===== config.mk =====
export PLATFORM = sky130hd
export DESIGN_NAME = alu_ctrl_fsm
export DESIGN_NICKNAME = d
export VERILOG_FILES = /design/src/rtl/alu_ctrl_fsm.sv
export SDC_FILE = /design/constraint.sdc
export NUM_CORES = 1
export LEC_CHECK = 0
export BUFFER_PORTS_ARGS = -buffer_cell sky130_fd_sc_hd__buf_4
export CORE_MARGIN = 2
export CORE_UTILIZATION = 40
export CTS_BUF_LIST = sky130_fd_sc_hd__clkbuf_4 sky130_fd_sc_hd__clkbuf_8
export DETAILED_ROUTE_END_ITERATION = 7
export SYNTH_ARGS = -nofsm -noshare
export SYNTH_HDL_FRONTEND = slang
export SYNTH_SLANG_ARGS = --single-unit

===== constraint.sdc =====
create_clock -name clk -period 1.8 [get_ports clk]
set_input_delay 0.36 -clock clk [delete_from_list [all_inputs] [get_ports clk]]
set_output_delay 0.36 -clock clk [all_outputs]
set_load 0.03 [all_outputs]

===== src/rtl/alu_ctrl_fsm.sv =====
// alu_ctrl_fsm: button debounce and press-driven ALU control FSM.
// Optional back button enabled by defining ALU_CTRL_BACK_EN.

// Synchroniser, debouncer and rising-edge press detector.
module alu_ctrl_deb #(
    parameter int DEB_CYCLES = 16
) (
    input  logic clk,
    input  logic rst,
    input  logic i_raw,
    output logic o_press
);
    localparam int CW = $clog2(DEB_CYCLES + 1);
    localparam logic [CW-1:0] CMAX = CW'(DEB_CYCLES - 1);

    logic          r_s1;
    logic          r_s2;
    logic          r_db;
    logic          r_db_q;
    logic [CW-1:0] r_cnt;

    // Two-FF synchroniser for the asynchronous button.
    always_ff @(posedge clk) begin
        if (rst) begin
            r_s1 <= 1'b0;
            r_s2 <= 1'b0;
        end else begin
            r_s1 <= i_raw;
            r_s2 <= r_s1;
        end
    end

    // Accept a new level only after it has been stable long enough;
    // any bounce back to the current level restarts the count.
    always_ff @(posedge clk) begin
        if (rst) begin
            r_cnt  <= '0;
            r_db   <= 1'b0;
            r_db_q <= 1'b0;
        end else begin
            r_db_q <= r_db;
            if (r_s2 != r_db) begin
                if (r_cnt == CMAX) begin
                    r_db  <= r_s2;
                    r_cnt <= '0;
                end else begin
                    r_cnt <= r_cnt + CW'(1);
                end
            end else begin
                r_cnt <= '0;
            end
        end
    end

    assign o_press = r_db & ~r_db_q;
endmodule

module alu_ctrl_fsm #(
    parameter int DEB_CYCLES = 16,
    parameter int FN_W       = 4
) (
    input  logic            clk,
    input  logic            rst,
    input  logic            btn_center,
`ifdef ALU_CTRL_BACK_EN
    input  logic            btn_back,
`endif
    output logic [1:0]      reg_ctrl,
    output logic [FN_W-1:0] fn,
    output logic            valid
);
    localparam logic [FN_W-1:0] FN_ADD  = FN_W'(0);
    localparam logic [FN_W-1:0] FN_SUB  = FN_W'(1);
    localparam logic [FN_W-1:0] FN_MOD3 = FN_W'(2);
    localparam logic [FN_W-1:0] FN_NONE = {FN_W{1'b1}};

    typedef enum logic [2:0] {
        S_WAIT_A = 3'd0,
        S_WAIT_B = 3'd1,
        S_ADD    = 3'd2,
        S_SUB    = 3'd3,
        S_MOD3   = 3'd4
    } state_t;

    state_t          r_state;
    state_t          w_nxt;
    logic [1:0]      w_ld;
    logic [1:0]      r_reg_ctrl;
    logic [FN_W-1:0] r_fn;
    logic            r_valid;
    logic            w_fwd;

    alu_ctrl_deb #(.DEB_CYCLES(DEB_CYCLES)) u_deb_fwd (
        .clk     (clk),
        .rst     (rst),
        .i_raw   (btn_center),
        .o_press (w_fwd)
    );

`ifdef ALU_CTRL_BACK_EN
    logic w_bk;

    alu_ctrl_deb #(.DEB_CYCLES(DEB_CYCLES)) u_deb_bk (
        .clk     (clk),
        .rst     (rst),
        .i_raw   (btn_back),
        .o_press (w_bk)
    );
`endif

    function automatic logic [FN_W-1:0] f_fn(input state_t s);
        case (s)
            S_ADD:   return FN_ADD;
            S_SUB:   return FN_SUB;
            S_MOD3:  return FN_MOD3;
            default: return FN_NONE;
        endcase
    endfunction

    function automatic logic f_valid(input state_t s);
        return (s == S_ADD) || (s == S_SUB) || (s == S_MOD3);
    endfunction

    // Next state and load pulse; forward press takes priority over back.
    always_comb begin
        w_nxt = r_state;
        w_ld  = 2'b00;
        case (r_state)
            S_WAIT_A: begin
                if (w_fwd) begin
                    w_nxt = S_WAIT_B;
                    w_ld  = 2'b01;
                end
`ifdef ALU_CTRL_BACK_EN
                else if (w_bk) w_nxt = S_MOD3;
`endif
            end
            S_WAIT_B: begin
                if (w_fwd) begin
                    w_nxt = S_ADD;
                    w_ld  = 2'b10;
                end
`ifdef ALU_CTRL_BACK_EN
                else if (w_bk) w_nxt = S_WAIT_A;
`endif
            end
            S_ADD: begin
                if (w_fwd) w_nxt = S_SUB;
`ifdef ALU_CTRL_BACK_EN
                else if (w_bk) w_nxt = S_WAIT_B;
`endif
            end
            S_SUB: begin
                if (w_fwd) w_nxt = S_MOD3;
`ifdef ALU_CTRL_BACK_EN
                else if (w_bk) w_nxt = S_ADD;
`endif
            end
            S_MOD3: begin
                if (w_fwd) w_nxt = S_WAIT_A;
`ifdef ALU_CTRL_BACK_EN
                else if (w_bk) w_nxt = S_SUB;
`endif
            end
            default: w_nxt = S_WAIT_A;
        endcase
    end

    // State register with outputs registered from the next state.
    always_ff @(posedge clk) begin
        if (rst) begin
            r_state    <= S_WAIT_A;
            r_reg_ctrl <= 2'b00;
            r_fn       <= FN_NONE;
            r_valid    <= 1'b0;
        end else begin
            r_state    <= w_nxt;
            r_reg_ctrl <= w_ld;
            r_fn       <= f_fn(w_nxt);
            r_valid    <= f_valid(w_nxt);
        end
    end

    assign reg_ctrl = r_reg_ctrl;
    assign fn       = r_fn;
    assign valid    = r_valid;
endmodule


# Word level (Yosys, flattened, before mapping)
# Cells that the tools add are included.
totals:
  register_bits: 19
  latchBits: 0
  mem_bits_rw: 0
  romBits: 0
  out_inout_bits: 7
  word_cells: 37
  mem_count: 0
classes:
  addsub: 1
  multipliers: 0
  n_div: 0
  n_lt_le_gt_ge: 0
  eq_ne: 9
  shift: 0
  n_mux: 10
  bitwise: 3
  reduce_logical: 5
ops:
  columns: ["operator", "n"]
  rows:
  - ["$mux 3", 5]
  - ["$pmux 3 s5", 1]
  - ["$eq 3x2->1 const B", 4]
  - ["$pmux 4 s3", 1]
  - ["$eq 3x3->1 const B", 2]
  - ["$add 5x1->5 const B", 1]
  - ["$eq 5x4->1 const B", 1]
  - ["$pmux 2 s2", 1]
  - ["$eq 3x1->1 const B", 1]
  - ["$logic_not 3->1", 1]
  - ["$reduce_or 3->1", 1]
  - ["$logic_or 1x1->1", 2]
  - ["$mux 2", 1]
  - ["$not 1->1", 2]
  - ["$reduce_and 2->1", 1]
  - ["$and 1x1->1", 1]
  - ["$mux 1", 1]
  - ["$ne 1x1->1", 1]

# Logic depth before layout (Yosys ltp)
# Gate-level depths: netlist of run 1.
depth:
  word_depth: 7
  mapped_depth: 5
  depth_no_buf: 5

# Hierarchy
# From an unflattened synthesis of run 1, not the netlist that was laid out.
unflattened:
  hier_cells: 64
  area_unflattened_um2: 663.1
by_module_without_submodules:
  columns: ["module", "n_inst", "cells_per_inst", "area_each_um2"]
  rows:
  - ["alu_ctrl_fsm", 1, 34, 344.1]
  - ["alu_ctrl_deb", 1, 30, 319.1]

# Worst setup path after synthesis of run 1
# Ideal clock, no wire load.
synth_timing:
  path_kind: "register -> register"
  from: "reg u_deb_fwd.r_cnt[0]"
  to: "reg u_deb_fwd.r_cnt[2]"
  setup_ps: 64
  arrival_time_ps: 1390
  t_required_ps: 1736
  path_slack_ps: 346
  path_stages_with_launch: 6
  n_path_buf: 0
  cell_sequence: "dfxtp_1 ha_1 and3_1 ha_1 or3_4 nor2_1"
synth_via:
  elab_chain_cells: 2
synth_rtl:
  columns: ["item", "line", "source"]
  rows:
  - ["start: declaration", "20", "logic [CW-1:0] r_cnt;"]
  - ["start signal: assignment", "47", "r_cnt <= r_cnt + CW'(1);"]
  - ["branches (longest 2 deep; another with $add 5x1->5)", null, null]
# Parallel ways; which one is timed is not known.
# A chain may end at the register's enable or synchronous reset.

# Worst setup path in the final report of run 1
# Same ends and word-level chain as after synthesis.

==> out/metrics.csv, run 1 <==
stage,metric,value,unit
status,outcome,completed,
worst_setup_path,regToRegEndpoint,u_deb_fwd.r_cnt[2],
cells_and_area,final_cells,87,
cts,clk_latency,0.28,ns
placement,gp_congestion,0.708,
synth,synth.area.top_cells,"dfxtp_1, nor2_1, xnor2_1",
placement,portBuffers,9,
drt,ant_nets,0,
die,die_w,44.7,um
global_routing,grt_use_met2,15.4,%
worst_hold_path,worstHoldPathCells,2,
cts,post_cts_resized,0,
synth,synth_seq_area_share,54.3,%
worst_setup_path,critPathLaunchType,flip-flop,
timing,fmax,653,MHz
drt,firstDrtPassIters,4,
synth,synthCells,63,
placement,place_ws,0.286,ns
worst_setup_path,worstPathMaxFanout,5,
placement,dpl_cell_area,721,um^2
synth,synthArstFlopShare,0,%
die,core,0.00152,mm^2
pwr,ir_worst_vdd,0.000504,V
synth,avgSynthCellArea,10.5,um^2
synth,synth-seq-cells,18,
synth,synth_most_common_cell,dfxtp_1,
timing,finalSetupViolations,0,
cells_and_area,nFillCells,154,
synth,synth_edf_count,0,
timing,tns,0,ns
cts,post_cts_buffers,0,
global_routing,first_global_vias,369,
timing,drv_slew,0,
pwr,p_per_area,864,mW/mm^2
worst_setup_path,r2r-start,u_deb_fwd.r_cnt[0],
drt,wl_per_cell,9.92,um
synth,yosys-top-cells-count,"dfxtp_1, nor2_1, nor2b_1, xnor2_1",
timing,finalClockSkew,0.00379,ns
timing,hold_viol,0,
cts,holdBufCountCts,0,
worst_hold_path,hold_end,u_deb_fwd.r_s1,
cts,numCtsBuffers,3,
cells_and_area,diodes,0,
cts,clock_path_buffers,2,
drt,viasPerCell,4.94,
drt,wirelength,863,um
global_routing,antenna_found_initial,0,
die,die_area,0.00200,mm^2
synth,syn-cell-area,663,um^2
timing,rsz0062_at_grt,false,
worst_setup_path,cp-end-kind,flip-flop,
die,die_y,44.7,um
drt,initialDrtViolationCount,9,
worst_hold_path,min-delay-start,btn_center,
worst_setup_path,critical_path_class,reg -> reg,
global_routing,grt_start_max_net_pins,11,
global_routing,grt_use_total,11.3,%
die,num_io_pins,10,
worst_setup_path,rr_worst_depth,5,
cells_and_area,drive_gt1_share,23.9,%
global_routing,grt_remaining_overflow,0,
cells_and_area,layout.nets,77,
cts,h-tree-depth,1,
cells_and_area,area_growth,14.2,%
timing,finalCriticalPeriod,1.53,ns
synth,synth_cell_types,25,
cts,cts_root_buf,clkbuf_4,
timing,worst_pin_slew,0.449,ns
cts,cts_tree,yes,
placement,dp_cells,83,
timing,hold_slack,0.285,ns
synth,synth_flop_cell,dfxtp_1,
synth,syn_nets,68,
worst_setup_path,arrival,1.76,ns
cells_and_area,fin_util,49.7,%
timing,layout_setup_ws,0.269,ns
global_routing,met1_usage,13.6,%
pwr,total_leakage_power,0.294,nW
global_routing,use_met3,7.20,%
die,start_util,43.5,%
worst_hold_path,holdCritPathClass,in -> reg,
cts,cts.sinks,18,
placement,post-dp-hpwl,630,um
timing,min_period_over_period,85.0,%
synth,synth_top_area_share,54.3,%
job,drv_cap,0,
die,rows,14,
drt,num_vias,430,
worst_setup_path,regToRegSetupSlack,0.27,ns
global_routing,grt.busiest_layer,met2,
timing,relSlewSlack,70.1,%
cts,path_clk_slew,0.10,ns
pwr,power.total,654,uW
cells_and_area,post-route-cell-area,757,um^2
synth,yosysWarnings,0,
worst_setup_path,crit_required,2.03,ns
drt,route.detailed.drc,0,
synth,yosysTopAreaCell,dfxtp_1,
global_routing,grt_pass1_wl,1510,um
power breakdown:
group	total, mW	switching, mW	leakage (nW)	internal, mW
Combinational	0.0137	0.00739	0.127	0.00635
Sequential	0.402	0.00119	0.146	0.401
Clock	0.238	0.115	0.0210	0.123
cells by family (layout without fill, tap and decap cells):
family,count (synthesis),count (layout),synth area share (%)
simple gates,25,25,23.0
buf+inv,7,15,5.66
mux,1,1,1.51
compound gates,5,5,5.10
flops,18,18,54.3
xor+xnor,5,5,6.60
fa+ha+maj,2,2,3.77
layout make-up:
class,count,area [um^2],area share [%]
Tap cell,16,20.0,2.64
Clock buffer,4,36.3,4.79
Sequential cell,18,360,47.6
Inverter,2,7.51,0.992
Multi-Input combinational cell,38,265,35.0
Timing Repair Buffer,9,67.6,8.93
worst max path at each step:
stage                     slack [ns]                  to  cells past startpoint          startpoint
after detailed placement        0.29  u_deb_fwd.r_cnt[2]                      5  u_deb_fwd.r_cnt[0]
after CTS                       0.26  u_deb_fwd.r_cnt[2]                      5  u_deb_fwd.r_cnt[0]
after global routing            0.18  u_deb_fwd.r_cnt[3]                      5  u_deb_fwd.r_cnt[0]
after global placement          0.30  u_deb_fwd.r_cnt[2]                      5  u_deb_fwd.r_cnt[0]
after floorplan                 0.35  u_deb_fwd.r_cnt[2]                      5  u_deb_fwd.r_cnt[0]
final                           0.27  u_deb_fwd.r_cnt[2]                      5  u_deb_fwd.r_cnt[0]
state kept, by name (all words and copies together) (netlist names):
| name | cells |
|---|---|
| u_deb_fwd.r_cnt | 5 |
| fn | 3 |
| r_state | 3 |
| reg_ctrl | 2 |
| u_deb_fwd.r_db | 1 |
| u_deb_fwd.r_db_q | 1 |
| u_deb_fwd.r_s1 | 1 |
| u_deb_fwd.r_s2 | 1 |
| valid | 1 |
placed cells by master, fill, tap and decap left out, drive strengths merged, types with 3 or more instances in the layout:
cell	count
buf	9
clkbuf	4
dfxtp	18
nor2	10
nor2b	3
xnor2	3
per-layer routing:
layer,share of wire (%),up-vias
met5,0,-
met4,1.5,0
met3,11,2
met2,40,16
met1,48,192
li1,-,220
worst max-delay path: stages, from the launching register on:
cell	delay, ns
dfxtp_1	0.33
ha_1	0.22
and3_1	0.19
ha_1	0.22
or3_4	0.41
nor2_1	0.11
Note: power is estimated with default switching activity, not from simulation.
==> run 2: changes to the inputs <==
==> constraint.sdc (replaced) <==
create_clock -name clk -period 1.6 [get_ports clk]
set_input_delay 0.32 -clock clk [delete_from_list [all_inputs] [get_ports clk]]
set_output_delay 0.32 -clock clk [all_outputs]
set_load 0.03 [all_outputs]
==> run 2 against run 1 <==
  * Routed wire length up 0.46%
  * First-iteration DRC count is 22% lower
  * Utilization up 0.41 points
  * Worst setup slack lost 0.20 ns
  * Maximum frequency grew 0.30%
  * Design area rose by 0.83%
  * Clock skew is essentially flat
  * Clock power increased by 13%
  * Combinational power is 15% higher
  * Cell count did not move
  * Global-route usage stayed put
  * Register-to-register slack worse by 0.20 ns
  * Critical endpoint unchanged
==> out/metrics.csv, run 2 (synthesis results as in run 1) <==
stage,metric,value,unit,change
cells_and_area,most-common-layout-cells,"dfxtp_1, buf_4, nor2_1",,
cells_and_area,regArea,362,um^2,+0.35%
cells_and_area,area_growth,15.1,%,
timing,finalSetupViolations,0,,unchanged
worst_setup_path,critPathLaunchType,flip-flop,,
die,core,0.00152,mm^2,unchanged
die,num_io_pins,10,,unchanged
placement,place_ws,0.0864,ns,-0.200 ns
global_routing,first_global_vias,369,,unchanged
cts,clk_latency,0.28,ns,about the same
cts,cts.sinks,18,,unchanged
placement,dp_cells,83,,unchanged
job,drv_cap,0,,unchanged
cells_and_area,final_cells,87,,unchanged
cts,path_clk_slew,0.10,ns,about the same
global_routing,grt_pass1_wl,1510,um,unchanged
global_routing,grt_start_max_net_pins,11,,unchanged
placement,dpl_cell_area,721,um^2,unchanged
drt,wl_per_cell,9.97,um,+0.46%
worst_setup_path,worstPathMaxFanout,5,,unchanged
cts,h-tree-depth,1,,unchanged
drt,num_vias,434,,+0.93%
timing,min_period_over_period,95.4,%,+10 points
pwr,p_per_area,965,mW/mm^2,+12%
drt,route.detailed.drc,0,,unchanged
pwr,power.total,736,uW,+13%
worst_setup_path,regToRegSetupSlack,0.07,ns,-0.20 ns
cts,cts_tree,yes,,
timing,finalCriticalPeriod,1.53,ns,-0.00455 ns
cells_and_area,largest-register,u_deb_fwd.r_cnt,,
drt,wirelength,867,um,+0.46%
cells_and_area,drive_gt1_share,28.2,%,+4.2 points
status,outcome,completed,,
worst_setup_path,arrival,1.76,ns,about the same
timing,drv_slew,0,,unchanged
worst_setup_path,critical_path_class,reg -> reg,,
drt,ant_nets,0,,unchanged
die,die_area,0.00200,mm^2,unchanged
cts,clock_path_buffers,2,,unchanged
drt,firstDrtPassIters,4,,unchanged
die,start_util,43.5,%,unchanged
placement,gp_congestion,0.708,,unchanged
worst_setup_path,crit_required,1.83,ns,-0.20 ns
timing,rsz0062_at_grt,false,,
cts,numCtsBuffers,3,,unchanged
cells_and_area,diodes,0,,unchanged
timing,hold_viol,0,,unchanged
timing,finalClockSkew,0.00409,ns,+0.000305 ns
die,die_y,44.7,um,unchanged
global_routing,grt_remaining_overflow,0,,unchanged
drt,initialDrtViolationCount,7,,-2
timing,layout_setup_ws,0.0737,ns,-0.195 ns
worst_setup_path,cp-end-kind,flip-flop,,
drt,viasPerCell,4.99,,+0.93%
timing,fmax,655,MHz,+0.30%
cells_and_area,multi_input_area,270,um^2,+1.9%
global_routing,grt_use_total,11.3,%,unchanged
cells_and_area,largest_reg_flops,5,,unchanged
die,die_w,44.7,um,unchanged
cells_and_area,nFillCells,152,,-1.3%
cells_and_area,post-route-cell-area,763,um^2,+0.83%
pwr,total_leakage_power,0.294,nW,about the same
timing,worst_pin_slew,0.449,ns,-0.000125 ns
global_routing,antenna_found_initial,0,,unchanged
pwr,ir_worst_vdd,0.000567,V,+13%
placement,portBuffers,9,,unchanged
cts,holdBufCountCts,0,,unchanged
die,rows,14,,unchanged
cts,cts_root_buf,clkbuf_4,,
timing,relSlewSlack,70.1,%,about the same
placement,post-dp-hpwl,630,um,unchanged
worst_hold_path,holdCritPathClass,in -> reg,,
cells_and_area,final_common_cell,dfxtp_1,,
timing,tns,0,ns,unchanged
cells_and_area,layout.nets,77,,unchanged
## run 2: cell counts in the layout (fill, tap and decap cells not counted)
No cell type changed its count.
## run 2: worst max-delay path: stages (launching register included)
cell and delay (ns):
dfxtp_2 0.34, ha_1 0.21, and3_1 0.19, ha_1 0.22, or3_4 0.41, nor2_1 0.11
## run 2: power breakdown
group	switching (mW)	internal, mW
logic	0.00857	0.00728
registers	0.00144	0.451
clock network	0.130	0.138
## run 2: cell type report
cell class / instances / area share (%)
clock buffer: 4 / 4.75
multi-input combinational: 38 / 35.4
tap: 16 / 2.62
timing repair buffer: 9 / 8.85
inverter: 2 / 0.984
sequential: 18 / 47.4
## run 2: worst paths after layout
check | start | end | depth (start not counted)
setup / recovery | u_deb_fwd.r_cnt[0] | u_deb_fwd.r_cnt[2] | 5
hold / removal | btn_center | u_deb_fwd.r_s1 | 2
hold reg to reg | u_deb_fwd.r_cnt[0] | u_deb_fwd.r_cnt[0] | 1
setup reg to reg | u_deb_fwd.r_cnt[0] | u_deb_fwd.r_cnt[2] | 5
## run 2: repair_timing
| action | 4_1_cts | 5_1_grt |
|---|---|---|
| endpoints found under the setup margin | 0 | 5 |
| buffers inserted | 0 | 0 |
| resized for setup | 0 | 3 |
## run 2: per-stage QoR
stage	utilization [%]	hold WS, ns
floorplan	-	0.414
global placement	47.3	0.422
detailed placement	47.3	0.432
CTS	49.7	0.235
global route	50.1	0.228
finish	50.1	0.245
## run 2: per-layer routing
layer,wire (um),global-route usage [%],vias to the layer above
li1,-,-,220
met1,411,13.6,196
met2,351,15.4,16
met3,91,7.20,2
met4,13,5.45,0
met5,0,0,-
==> run 3: changes to the inputs <==
--- a/config.mk
+++ b/config.mk
@@ -6,7 +6,6 @@
 export NUM_CORES = 1
 export LEC_CHECK = 0
 export BUFFER_PORTS_ARGS = -buffer_cell sky130_fd_sc_hd__buf_4
-export CORE_MARGIN = 2
 export CORE_UTILIZATION = 40
 export CTS_BUF_LIST = sky130_fd_sc_hd__clkbuf_4 sky130_fd_sc_hd__clkbuf_8
 export DETAILED_ROUTE_END_ITERATION = 7
==> run 3 against run 2 <==
  * Clock-buffer cell count decreased by 1
  * Die area shrank 8.7%
  * Sequential share of layout area increased by 1.1 points
  * Design area fell by 2.6%
  * Total power fell by 7.2%
  * Utilization down 1.3 points
  * Highest routed layer unchanged
==> out/metrics.csv, run 3 (synthesis results as in run 1) <==
stage,metric,value,unit,change
worst_hold_path,hold_end,u_deb_fwd.r_s1,,
cts,clock_path_buffers,2,,unchanged
drt,firstDrtPassIters,2,,-2
cts,h-tree-depth,1,,unchanged
cells_and_area,largest_reg_flops,5,,unchanged
global_routing,grt_remaining_overflow,0,,unchanged
pwr,pwr-share-clk,31.5,%,-4.9 points
placement,dpl_cell_area,721,um^2,unchanged
placement,gp_congestion,0.669,,-5.5%
die,start_util,43.5,%,unchanged
timing,min_period_over_period,95.5,%,+0.14 points
worst_setup_path,path_buf_inv,0,,unchanged
timing,drv_slew,0,,unchanged
cts,post_cts_resized,0,,unchanged
cts,cts_root_buf,clkbuf_4,,
pwr,p_per_area,919,mW/mm^2,-4.7%
cells_and_area,final_cells,86,,-1.1%
cells_and_area,multi_input_area,265,um^2,-1.9%
global_routing,grt_use_met2,12.7,%,-2.6 points
worst_setup_path,regToRegSetupSlack,0.07,ns,about the same
global_routing,grt.busiest_layer,met1,,
cells_and_area,largest-register,u_deb_fwd.r_cnt,,
timing,finalSetupViolations,0,,unchanged
die,num_io_pins,10,,unchanged
pwr,p_seq_share,66.2,%,+4.8 points
global_routing,grt_use_total,11.5,%,+0.29 points
die,die_y,42.7,um,-4.5%
placement,place_ws,0.0919,ns,+0.00549 ns
drt,route.detailed.drc,0,,unchanged
timing,hold_viol,0,,unchanged
cells_and_area,final_common_cell,dfxtp_1,,
cells_and_area,post-route-cell-area,743,um^2,-2.6%
cts,clk_latency,0.28,ns,about the same
cts,post_cts_buffers,0,,unchanged
die,rows,14,,unchanged
global_routing,first_global_vias,365,,-1.1%
timing,relSlewSlack,68.3,%,-1.8 points
pwr,p_int,545,uW,-8.6%
cells_and_area,nFillCells,149,,-2.0%
pwr,ir_worst_vdd,0.000507,V,-11%
cts,path_clk_slew,0.10,ns,about the same
worst_setup_path,critPathLaunchType,flip-flop,,
drt,num_vias,413,,-4.8%
cts,holdBufCountCts,0,,unchanged
cells_and_area,drive_gt1_share,22.9,%,-5.3 points
worst_hold_path,worstHoldPathCells,2,,unchanged
timing,finalClockSkew,0.00486,ns,+0.000769 ns
worst_setup_path,slowest_delay,0.42,ns,about the same
timing,fmax,654,MHz,-0.15%
status,outcome,completed,,
cells_and_area,layout.nets,77,,unchanged
job,drv_cap,0,,unchanged
global_routing,met1_usage,17.8,%,+4.2 points
timing,worst_pin_slew,0.475,ns,+0.0263 ns
worst_setup_path,critical_path_class,reg -> reg,,
cells_and_area,regArea,360,um^2,-0.35%
cts,numCtsBuffers,3,,unchanged
die,die_area,0.00182,mm^2,-8.7%
pwr,swShare,20.2,%,+1.2 points
worst_setup_path,worstPathMaxFanout,5,,unchanged
timing,layout_setup_ws,0.0714,ns,-0.00225 ns
placement,portBuffers,9,,unchanged
drt,initialDrtViolationCount,1,,-6
cts,cts.sinks,18,,unchanged
drt,wl_per_cell,9.95,um,-0.12%
pwr,total_leakage_power,0.286,nW,-2.4%
pwr,p_switching,138,uW,-1.4%
worst_setup_path,crit_required,1.83,ns,about the same
cells_and_area,diodes,0,,unchanged
timing,finalCriticalPeriod,1.53,ns,+0.00225 ns
cells_and_area,most-common-layout-cells,"dfxtp_1, nor2_1, buf_4",,
global_routing,grt_start_max_net_pins,11,,unchanged
cells_and_area,area_growth,12.1,%,
worst_setup_path,cp_top_family,simple AND/OR/NAND/NOR gates,,
pwr,combPwrFrac,2.3,%,about the same
worst_setup_path,crit_top_cell,ha_1,,
placement,dp_cells,83,,unchanged
worst_setup_path,arrival,1.76,ns,about the same
die,core,0.00152,mm^2,unchanged
global_routing,grt_pass1_wl,1530,um,+1.3%
timing,rsz0062_at_grt,true,,
placement,post-dp-hpwl,613,um,-2.7%
global_routing,use_met3,4.26,%,-2.9 points
worst_setup_path,regToRegEndpoint,u_deb_fwd.r_cnt[3],,
drt,ant_nets,0,,unchanged
die,die_w,42.7,um,-4.5%
worst_hold_path,min-delay-start,btn_center,,
drt,wirelength,856,um,-1.3%
worst_setup_path,cp-end-kind,flip-flop,,
worst_setup_path,crit_chain,ha_1 -> and3_1 -> ha_1 -> or3_4 -> nor2_1,,
global_routing,antenna_found_initial,0,,unchanged
cts,cts_tree,yes,,
worst_setup_path,crit_start,u_deb_fwd.r_cnt[0],,
worst_setup_path,r2r-start,u_deb_fwd.r_cnt[0],,
worst_setup_path,crit_slowest_cell,or3_4,,
worst_hold_path,holdCritPathClass,in -> reg,,
drt,viasPerCell,4.80,,-3.7%
worst_setup_path,rr_worst_depth,5,,unchanged
==> run 3: cell count changes in the layout (fill, tap and decap cells not counted) <==
cell	delta
nor2_1	+2
nor2_2	-2
clkbuf_8	-1
dfxtp_1	+1
dfxtp_2	-1
==> run 3: area by class of cell <==
type                       instances  area share, %
sequential                        18           48.5
multi-input combinational         38           35.7
timing repair buffer               9           9.09
clock buffer                       3           3.03
tap                               16           2.69
inverter                           2           1.01
==> run 3: power groups by stage <==
stage                     clock [mW]  combinational, mW  sequential (mW)
after floorplan                    0             0.0122            0.462
after global placement             0             0.0157            0.463
after detailed placement           0             0.0158            0.463
after CTS                      0.221             0.0158            0.452
after global routing           0.246             0.0175            0.453
final                          0.215             0.0157            0.452
==> run 3: worst max path at each step <==
stage | to | slack, ns | cells after the start
2_1_floorplan | u_deb_fwd.r_cnt[2] | 0.15 | 5
3_3_place_gp | u_deb_fwd.r_cnt[3] | 0.10 | 5
3_5_place_dp | u_deb_fwd.r_cnt[0] | 0.09 | 5
4_1_cts | u_deb_fwd.r_cnt[3] | 0.07 | 5
5_1_grt | u_deb_fwd.r_cnt[1] | -0.005 | 5
6_report | u_deb_fwd.r_cnt[3] | 0.07 | 5
==> run 3: worst reg2reg max path, cell delays in order (launching register included) <==
cell	delay (ns)
dfxtp_1	0.34
ha_1	0.21
and3_1	0.19
ha_1	0.22
or3_4	0.42
nor2_1	0.10
==> run 3: metrics by stage <==
step           total power [mW]  hold WS (ns)  setup TNS [ns]  util (%)
2_1_floorplan             0.475         0.414               0         -
3_3_place_gp              0.478         0.418               0      47.3
3_5_place_dp              0.479         0.430               0      47.3
4_1_cts                   0.689         0.242               0      48.8
5_1_grt                   0.716         0.224        -0.00886      48.8
6_report                  0.683         0.239               0      48.8
==> run 3: layer usage <==
| metal | vias to the layer above | share of wire (%) | wire length, um |
|---|---|---|---|
| met5 | - | 0 | 0 |
| met4 | 0 | 2.0 | 17 |
| met3 | 3 | 5.8 | 50 |
| met2 | 10 | 36 | 304 |
| met1 | 181 | 56 | 483 |
| li1 | 219 | - | - |
